`src/rtl/msdap_pkg.sv`:
```
// Shared types and default sizes for the MSDAP serial output stage.
package msdap_pkg;
  typedef enum logic {SO_IDLE, SO_SHIFT} so_state_t;
  localparam int MSDAP_WORD_W = 40;
  localparam int MSDAP_N_CH   = 2;
endpackage

```
`src/rtl/serial_out_mc_if.sv`:
```
// Load handshake and serial output bundle of serial_out_mc.
interface serial_out_mc_if
  import msdap_pkg::*;
#(
  parameter int WORD_W = MSDAP_WORD_W,
  parameter int N_CH   = MSDAP_N_CH
);
  logic                     load_valid;
  logic                     load_ready;
  logic [N_CH*WORD_W-1:0]   data_In;
  logic                     out_valid;
  logic [N_CH-1:0]          data_Out;
  logic                     word_Sent;

  modport master (output load_valid, data_In,
                  input  load_ready, out_valid, data_Out, word_Sent);
  modport slave  (input  load_valid, data_In,
                  output load_ready, out_valid, data_Out, word_Sent);
endinterface

```
`src/rtl/serial_out_mc_lane.sv`:
```
// One channel of serial_out_mc: shift register plus the even-parity bit
// appended when SERIAL_OUT_PARITY_EN is defined.
module serial_out_lane #(
  parameter int WORD_W    = 40,
  parameter bit MSB_FIRST = 1'b0
) (
  input  logic              clk,
  input  logic              rst,
  input  logic              load,
  input  logic              shift,
  input  logic [WORD_W-1:0] din,
`ifdef SERIAL_OUT_PARITY_EN
  input  logic              send_par,
`endif
  input  logic              valid,
  output logic              dout
);
  logic [WORD_W-1:0] sr;
  logic              bit_now;

  always_ff @(posedge clk) begin
    if (rst)        sr <= '0;
    else if (load)  sr <= din;
    else if (shift) sr <= MSB_FIRST ? {sr[WORD_W-2:0], 1'b0} : {1'b0, sr[WORD_W-1:1]};
  end

`ifdef SERIAL_OUT_PARITY_EN
  logic par;

  always_ff @(posedge clk) begin
    if (rst)       par <= 1'b0;
    else if (load) par <= ^din;
  end

  assign bit_now = send_par ? par : (MSB_FIRST ? sr[WORD_W-1] : sr[0]);
`else
  assign bit_now = MSB_FIRST ? sr[WORD_W-1] : sr[0];
`endif

  // the line idles low whenever no valid bit is on it
  assign dout = valid & bit_now;
endmodule

```
`src/rtl/serial_out_mc.sv`:
```
// Multi-channel double-buffered parallel-to-serial output stage.
// Optional parity bit per frame: define SERIAL_OUT_PARITY_EN.
//   state    | meaning
//   SO_IDLE  | nothing on the lines, shifter empty, hold empty
//   SO_SHIFT | frame on the lines, bit_cnt = bits presented so far
module serial_out_mc
  import msdap_pkg::*;
#(
  parameter int WORD_W    = MSDAP_WORD_W,
  parameter int N_CH      = MSDAP_N_CH,
  parameter bit MSB_FIRST = 1'b0
) (
  input logic            sClk,
  input logic            start,
  serial_out_mc_if.slave bus
);
`ifdef SERIAL_OUT_PARITY_EN
  localparam int FRAME_W = WORD_W + 1;
`else
  localparam int FRAME_W = WORD_W;
`endif
  localparam int CNT_W = $clog2(FRAME_W + 1);

  so_state_t              state, state_nxt;
  logic [CNT_W-1:0]       bit_cnt, cnt_nxt;
  logic                   hold_full, hold_full_nxt;
  logic [N_CH*WORD_W-1:0] hold;
  logic                   accept, last, hold_we, ld_sh, ld_src_hold, shift;

  assign accept = bus.load_valid & ~hold_full;
  assign last   = (bit_cnt == CNT_W'(FRAME_W));

  always_ff @(posedge sClk) begin
    if (start) begin
      state     <= SO_IDLE;
      bit_cnt   <= '0;
      hold_full <= 1'b0;
      hold      <= '0;
    end else begin
      state     <= state_nxt;
      bit_cnt   <= cnt_nxt;
      hold_full <= hold_full_nxt;
      if (hold_we) hold <= bus.data_In;
    end
  end

  always_comb begin
    state_nxt     = state;
    cnt_nxt       = bit_cnt;
    hold_full_nxt = hold_full;
    hold_we       = 1'b0;
    ld_sh         = 1'b0;
    ld_src_hold   = 1'b0;
    shift         = 1'b0;
    case (state)
      SO_IDLE: begin
        if (accept) begin
          ld_sh     = 1'b1;
          cnt_nxt   = CNT_W'(1);
          state_nxt = SO_SHIFT;
        end
      end
      SO_SHIFT: begin
        if (last) begin
          // hold is full only while load_ready is low, so drain and accept never collide
          if (hold_full) begin
            ld_sh         = 1'b1;
            ld_src_hold   = 1'b1;
            hold_full_nxt = 1'b0;
            cnt_nxt       = CNT_W'(1);
          end else if (accept) begin
            ld_sh   = 1'b1;
            cnt_nxt = CNT_W'(1);
          end else begin
            state_nxt = SO_IDLE;
            cnt_nxt   = '0;
          end
        end else begin
          shift   = 1'b1;
          cnt_nxt = bit_cnt + CNT_W'(1);
          if (accept) begin
            hold_we       = 1'b1;
            hold_full_nxt = 1'b1;
          end
        end
      end
    endcase
  end

  assign bus.load_ready = ~hold_full;
  assign bus.out_valid  = (state == SO_SHIFT);
  assign bus.word_Sent  = (state == SO_SHIFT) & last;

  for (genvar c = 0; c < N_CH; c++) begin : g_lane
    serial_out_lane #(.WORD_W(WORD_W), .MSB_FIRST(MSB_FIRST)) u_lane (
      .clk      (sClk),
      .rst      (start),
      .load     (ld_sh),
      .shift    (shift),
      .din      (ld_src_hold ? hold[c*WORD_W +: WORD_W] : bus.data_In[c*WORD_W +: WORD_W]),
`ifdef SERIAL_OUT_PARITY_EN
      .send_par (last),
`endif
      .valid    (bus.out_valid),
      .dout     (bus.data_Out[c])
    );
  end
endmodule

```
`src/flat_wrapper.sv`:
```
// flat-port wrapper written by rule: the top's interface ports become plain ports
module serial_out_mc_flat import msdap_pkg::*;
#(
  parameter int WORD_W    = MSDAP_WORD_W,
  parameter int N_CH      = MSDAP_N_CH,
  parameter bit MSB_FIRST = 1'b0
)
  (sClk, start, bus_load_valid, bus_data_In, bus_load_ready, bus_out_valid, bus_data_Out, bus_word_Sent);
  serial_out_mc_if #(.WORD_W(WORD_W), .N_CH(N_CH)) bus_i ();
  input logic sClk;
  input logic start;
  input wire logic [$bits(bus_i.load_valid)-1:0] bus_load_valid;
  input wire logic [$bits(bus_i.data_In)-1:0] bus_data_In;
  output wire logic [$bits(bus_i.load_ready)-1:0] bus_load_ready;
  output wire logic [$bits(bus_i.out_valid)-1:0] bus_out_valid;
  output wire logic [$bits(bus_i.data_Out)-1:0] bus_data_Out;
  output wire logic [$bits(bus_i.word_Sent)-1:0] bus_word_Sent;
  assign bus_i.load_valid = bus_load_valid;
  assign bus_i.data_In = bus_data_In;
  assign bus_load_ready = bus_i.load_ready;
  assign bus_out_valid = bus_i.out_valid;
  assign bus_data_Out = bus_i.data_Out;
  assign bus_word_Sent = bus_i.word_Sent;
  serial_out_mc #(.WORD_W(WORD_W), .N_CH(N_CH), .MSB_FIRST(MSB_FIRST)) u_core (.sClk(sClk), .start(start), .bus(bus_i));
endmodule
```
`config.mk`:
```
export PLATFORM = sky130hd
export DESIGN_NAME = serial_out_mc_flat
export DESIGN_NICKNAME = d
export VERILOG_FILES = /design/src/rtl/msdap_pkg.sv /design/src/rtl/serial_out_mc_if.sv /design/src/rtl/serial_out_mc_lane.sv /design/src/rtl/serial_out_mc.sv /design/src/flat_wrapper.sv
export SDC_FILE = /design/constraint.sdc
export NUM_CORES = 1
export LEC_CHECK = 0
export CORE_MARGIN = 2
export CORE_UTILIZATION = 55
export CTS_CLUSTER_SIZE = 40
export DETAILED_ROUTE_END_ITERATION = 6
export GPL_ROUTABILITY_DRIVEN = 0
export PLACE_DENSITY = 0.78
export SKIP_CTS_REPAIR_TIMING = 1
export SYNTH_ARGS = -nofsm -noshare
export SYNTH_HDL_FRONTEND = slang
export SYNTH_HIERARCHICAL = 1
export SYNTH_SLANG_ARGS = --single-unit
export TNS_END_PERCENT = 30
```
`constraint.sdc`:
```
create_clock -name sClk -period 5.3 [get_ports sClk]
set_clock_uncertainty 0.2 [all_clocks]
set_input_delay 1.06 -clock sClk [delete_from_list [all_inputs] [get_ports sClk]]
set_output_delay 1.06 -clock sClk [all_outputs]
set_load 0.05 [all_outputs]
```
-- After elaboration in Yosys (flattened, before gate mapping)
Cells that the tools add are included.
- output and inout bits: 5
- word-level logic and storage cells: 44
- input port bits: 83
- register bits after elaboration: 168
- eq/ne operators: 2
- add/sub/neg operators: 1
- reductions and logical operators: 3
- bitwise gates (word level): 6
- muxes and demuxes: 26
- operator list (kind ; number):
    40-bit two-way mux ; 6
    6-bit two-way mux ; 3
    1-bit two-way mux ; 14
    6-bit one-hot mux with 2 select lines ; 1
    6-bit by 1-bit adder with 6-bit output, second input constant ; 1
    6-bit == test, second input constant ; 1
    1-bit AND ; 4
    1-bit one-hot mux with 2 select lines ; 2
    2-bit nonzero test ; 2
    2-bit by 1-bit != test with 1-bit output, second input constant ; 1
    1-bit inverter ; 2
    2-bit AND reduction ; 1

-- Longest topological paths before layout
- depth after elaboration: 7
- gate-level depth with buffers: 10
- depth with buffers taken out: 7

-- Modules after synthesis
The synthesis kept the hierarchy.
- by module, submodules not included (module ; times used ; area each (um^2) ; cells each):
    serial_out_mc ; 1 ; 4618.2 ; 496
    serial_out_lane ; 2 ; 1855.5 ; 179

-- Worst setup path after synthesis
Ideal clock, no wire load.
- kind: register -> output
- start point: register u_core.state (netlist: u_core/bus.out_valid)
- end point: output port bus_word_Sent
- arrival time: 1.503 ns
- stages on the path, launching flop included: 3
- setup slack: 2.537 ns
- buffers on the path: 1
- cells stage by stage: dfxtp_1 > clkbuf_1 > and3_1
- word-level cells in the longest chain between the ends: 1
- RTL lines (element ; line ; text):
    from (decl) ; serial_out_mc.sv:24 ; so_state_t state, state_nxt;
    from (signal assigned) ; serial_out_mc.sv:40 ; state <= state_nxt;
    1-bit AND ; serial_out_mc.sv:92 ; assign bus.word_Sent = (state == SO_SHIFT) & last;
    to (decl) ; flat_wrapper.sv:17 ; output wire logic [$bits(bus_i.word_Sent)-1:0] bus_word_Sent;
No other way between the ends.

-- Final worst setup path
- start point: register u_core.bit_cnt[0]
- end point: output port bus_word_Sent
- word-level cells in the longest chain between the ends: 2
- RTL lines (element ; line ; text):
    from (decl) ; serial_out_mc.sv:25 ; logic [CNT_W-1:0] bit_cnt, cnt_nxt;
    from (signal assigned) ; serial_out_mc.sv:41 ; bit_cnt <= cnt_nxt;
    6-bit == test ; serial_out_mc.sv:31 ; assign last = (bit_cnt == CNT_W'(FRAME_W));
    1-bit AND ; serial_out_mc.sv:92 ;
No other way between the ends.

==> metrics.txt <==
result of the run complete, no violations; core outline area 14,600 µm²; CTS Root Buffer Type sky130_fd_sc_hd__clkbuf_16; detail-routed net length per standard cell ~15 µm; data arrival at the endpoint of the critical path 2.55 ns; Die X approximately 130 µm; most frequent cells after synthesis sky130_fd_sc_hd__dfxtp_1, sky130_fd_sc_hd__nand2_1, sky130_fd_sc_hd__mux2i_1, sky130_fd_sc_hd__a211oi_1, sky130_fd_sc_hd__nor2b_1; met3 WL post-DR 551 µm; ratio of cells with drive above 1 in the final layout 0.123; sort of element at the end of the critical path primary output; Post-Synthesis Net Count 939; largest family of logic cells by synthesized area multiplexers; xor/xnor share of the synthesized area 0; clock net sink count 168; Post-Route Setup TNS 0 ns; register-to-register path setup slack 1.83 ns; count of yosys warnings during synthesis 6; class of the tightest hold or removal check reg -> reg; post-synthesis simple-gate area fraction 0.155; Synth top area share 0.404; TritonCTS clock tree yes; number of pins exceeding their max-slew limit in the final report 0; CTS Buf Count 17; post-synth top area cell sky130_fd_sc_hd__dfxtp_1; met2 wire len 7480 µm; cell with the most instances after synthesis sky130_fd_sc_hd__dfxtp_1; Synth cell types 34; Critical Path Fanout Max 9; FF-to-FF End u_core/g_lane[1].u_lane/sr[13]$_SDFFE_PP0P_; area taken by flip-flops and latches about 3400 µm²; Core Rows 44; capture point of the worst path bus_word_Sent; data required time of the critical path 4.04 ns; initial drt markers 362; half-perimeter wire length of the detailed placement result between 10,000 and 15,000 µm; RSZ-0062 raised after global routing false; flip-flop cell with the highest count after synthesis sky130_fd_sc_hd__dfxtp_1; static leakage 3.64 nW; synth top area cells sky130_fd_sc_hd__dfxtp_1, sky130_fd_sc_hd__mux2i_1, sky130_fd_sc_hd__mux2_2; number of antenna violations at the first check in global routing 0; adder-cell share of the synthesized area 0.00300; max-cap violations 0; highest layer used for signal routing met4; Critical Path Source u_core/bit_cnt[0]$_SDFFE_PP0P_; height of the die 127 µm; Buffers on Ports 87; Syn Inst Count 854; shortest clock period the worst path allows after layout 3.81 ns; global-route wire length before repair between 20,000 and 30,000 µm; slew margin rel. 0.155; total design power roughly 3.3 mW; maximum number of pins on one net before global-route repair 103; starting density of the core 0.569; area fraction in compound gates after synthesis 0.0855; insertion delay of the later-clocked pin in the worst-skew pair 0.42 ns; area of the multi-input gates 4560 µm²; Final setup violation count 0; clock transition at the registers of the reported paths 0.06 ns; reg-to-reg critical path startpoint u_core/bus.out_valid$_SDFF_PP0_; GRT Resource Usage Total 0.217; Final Hold Fails 0; total via count in the routed design 6,004; Routed Antenna Nets 0; Die ar. 16,100 µm²; post-synthesis async set-or-reset flop share 0; worst setup path category reg -> out; CP startpoint kind flop; WL final roughly 17,000 µm; Antenna diodes 0; Post-Synthesis Mean Instance Area 9.75 µm²; number of fillers in the final layout 1,142; worst reg-to-reg path cell count 6; flip-flop and latch count after synthesis 168; Worst Tran Pin Value 1.27 ns; wire length on met1 8310 µm; Clock Tree Buf Depth 2; Overflow after GRT 0; I/O pin total 88; via-per-instance ratio 5.48; combined area of all synthesized cells 8330 µm²; multiplexer area fraction after synthesis 0.299; Post-synth EDFFs 0; fraction of the cycle the final worst path needs 0.720; nets@finish 984; fmax roughly 260 MHz; number of global-route vias before repair 5,977; total power divided by cell area 332 nW/µm²; H-tree Lvls 4; post-route DRC violation count 0; VDD IR-drop max 0.000246 V; sequential area share after synthesis 0.404; first-pass detailed-route iteration total 4; Area growth syn-to-layout 18.1%
==> cells by family (layout without fill, tap and decap cells) <==
kind of cell,Yosys count,after routing
AOI/OAI and AO/OA,96,96
adders and majority gates,2,2
buffers and inverters,79,137
DFF,168,168
muxes,239,239
and+or+nand+nor,270,270
==> registers in the layout (all words and copies together), names as in the netlist <==
name / flops
u_core/hold_full: 1
u_core/g_lane.u_lane/sr: 80
u_core/bus.out_valid: 1
u_core/bit_cnt: 6
u_core/hold: 80
==> how the worst min path moves through the flow <==
stage,from,to,depth (start not counted)
floorplan,u_core/hold[0]$_SDFFE_PP0P_,u_core/hold[0]$_SDFFE_PP0P_,2
global placement,u_core/hold[46]$_SDFFE_PP0P_,u_core/hold[46]$_SDFFE_PP0P_,2
detailed placement,u_core/hold[46]$_SDFFE_PP0P_,u_core/hold[46]$_SDFFE_PP0P_,2
CTS,u_core/hold[34]$_SDFFE_PP0P_,u_core/hold[34]$_SDFFE_PP0P_,2
global route,u_core/hold[4]$_SDFFE_PP0P_,u_core/hold[4]$_SDFFE_PP0P_,2
finish,u_core/hold[33]$_SDFFE_PP0P_,u_core/hold[33]$_SDFFE_PP0P_,2
==> layer usage <==
| metal | global-route usage | up-vias |
|---|---|---|
| li1 | - | 3079 |
| met1 | 0.298 | 2817 |
| met2 | 0.342 | 95 |
| met3 | 0.0494 | 13 |
| met4 | 0.0711 | 0 |
| met5 | 0 | - |
==> layout make-up <==
type,count,area share
clock buffers,21,0.0468
clock inverters,11,0.0223
inverters,7,0.00293
multi-input cells,607,0.463
flip-flops and latches,168,0.342
well taps,184,0.0234
repair buffers,98,0.0992
==> placed cells by master (no fill, tap or decap), types with 2 or more instances in the layout <==
master	Yosys	final
sky130_fd_sc_hd__or3b_1	2	2
sky130_fd_sc_hd__a21oi_1	7	5
sky130_fd_sc_hd__clkdlybuf4s50_1	0	86
sky130_fd_sc_hd__nor2b_1	79	79
sky130_fd_sc_hd__a211o_1	2	2
sky130_fd_sc_hd__clkbuf_1	40	2
sky130_fd_sc_hd__nor3_1	4	4
sky130_fd_sc_hd__a211oi_1	80	80
sky130_fd_sc_hd__a31oi_1	2	2
sky130_fd_sc_hd__and3_1	4	4
sky130_fd_sc_hd__dfxtp_1	168	168
sky130_fd_sc_hd__inv_1	5	5
sky130_fd_sc_hd__mux2_1	15	15
sky130_fd_sc_hd__buf_12	0	2
sky130_fd_sc_hd__clkbuf_8	0	2
sky130_fd_sc_hd__bufinv_16	0	6
sky130_fd_sc_hd__nor3b_1	3	3
sky130_fd_sc_hd__buf_4	4	10
sky130_fd_sc_hd__mux2i_1	159	159
sky130_fd_sc_hd__nand3_1	4	4
sky130_fd_sc_hd__mux2_2	65	65
sky130_fd_sc_hd__a21oi_4	0	2
sky130_fd_sc_hd__and2_1	3	3
sky130_fd_sc_hd__clkinvlp_4	0	4
sky130_fd_sc_hd__clkbuf_16	0	17
sky130_fd_sc_hd__nand2b_1	3	3
sky130_fd_sc_hd__ha_1	2	2
sky130_fd_sc_hd__nand2_1	164	164
==> critical path, stage by stage, from the launching register on <==
cell and delay, ns:
sky130_fd_sc_hd__dfxtp_1 0.35, sky130_fd_sc_hd__inv_1 0.09, sky130_fd_sc_hd__ha_1 0.13, sky130_fd_sc_hd__and4bb_1 0.51, sky130_fd_sc_hd__and3_1 0.24, sky130_fd_sc_hd__clkdlybuf4s50_1 0.80
==> stage by stage <==
stage               instances  setup WS [ns]   util  hold slack, ns  cell area [µm²]
finish                   1096           1.49  0.672           0.255             9840
global route             1096           1.36  0.672           0.265             9840
global placement         1064           1.46  0.625           0.238             9160
floorplan                 854           2.54      -           0.231             8330
CTS                      1096           1.47  0.672           0.257             9840
detailed placement       1064           1.33  0.625           0.243             9160
==> power breakdown <==
part,internal (mW),switching (mW)
logic,0.220,0.213
clock network,0.910,0.515
registers,1.36,0.0509
total,2.49,0.778
Power figures use the tool's default switching activity.
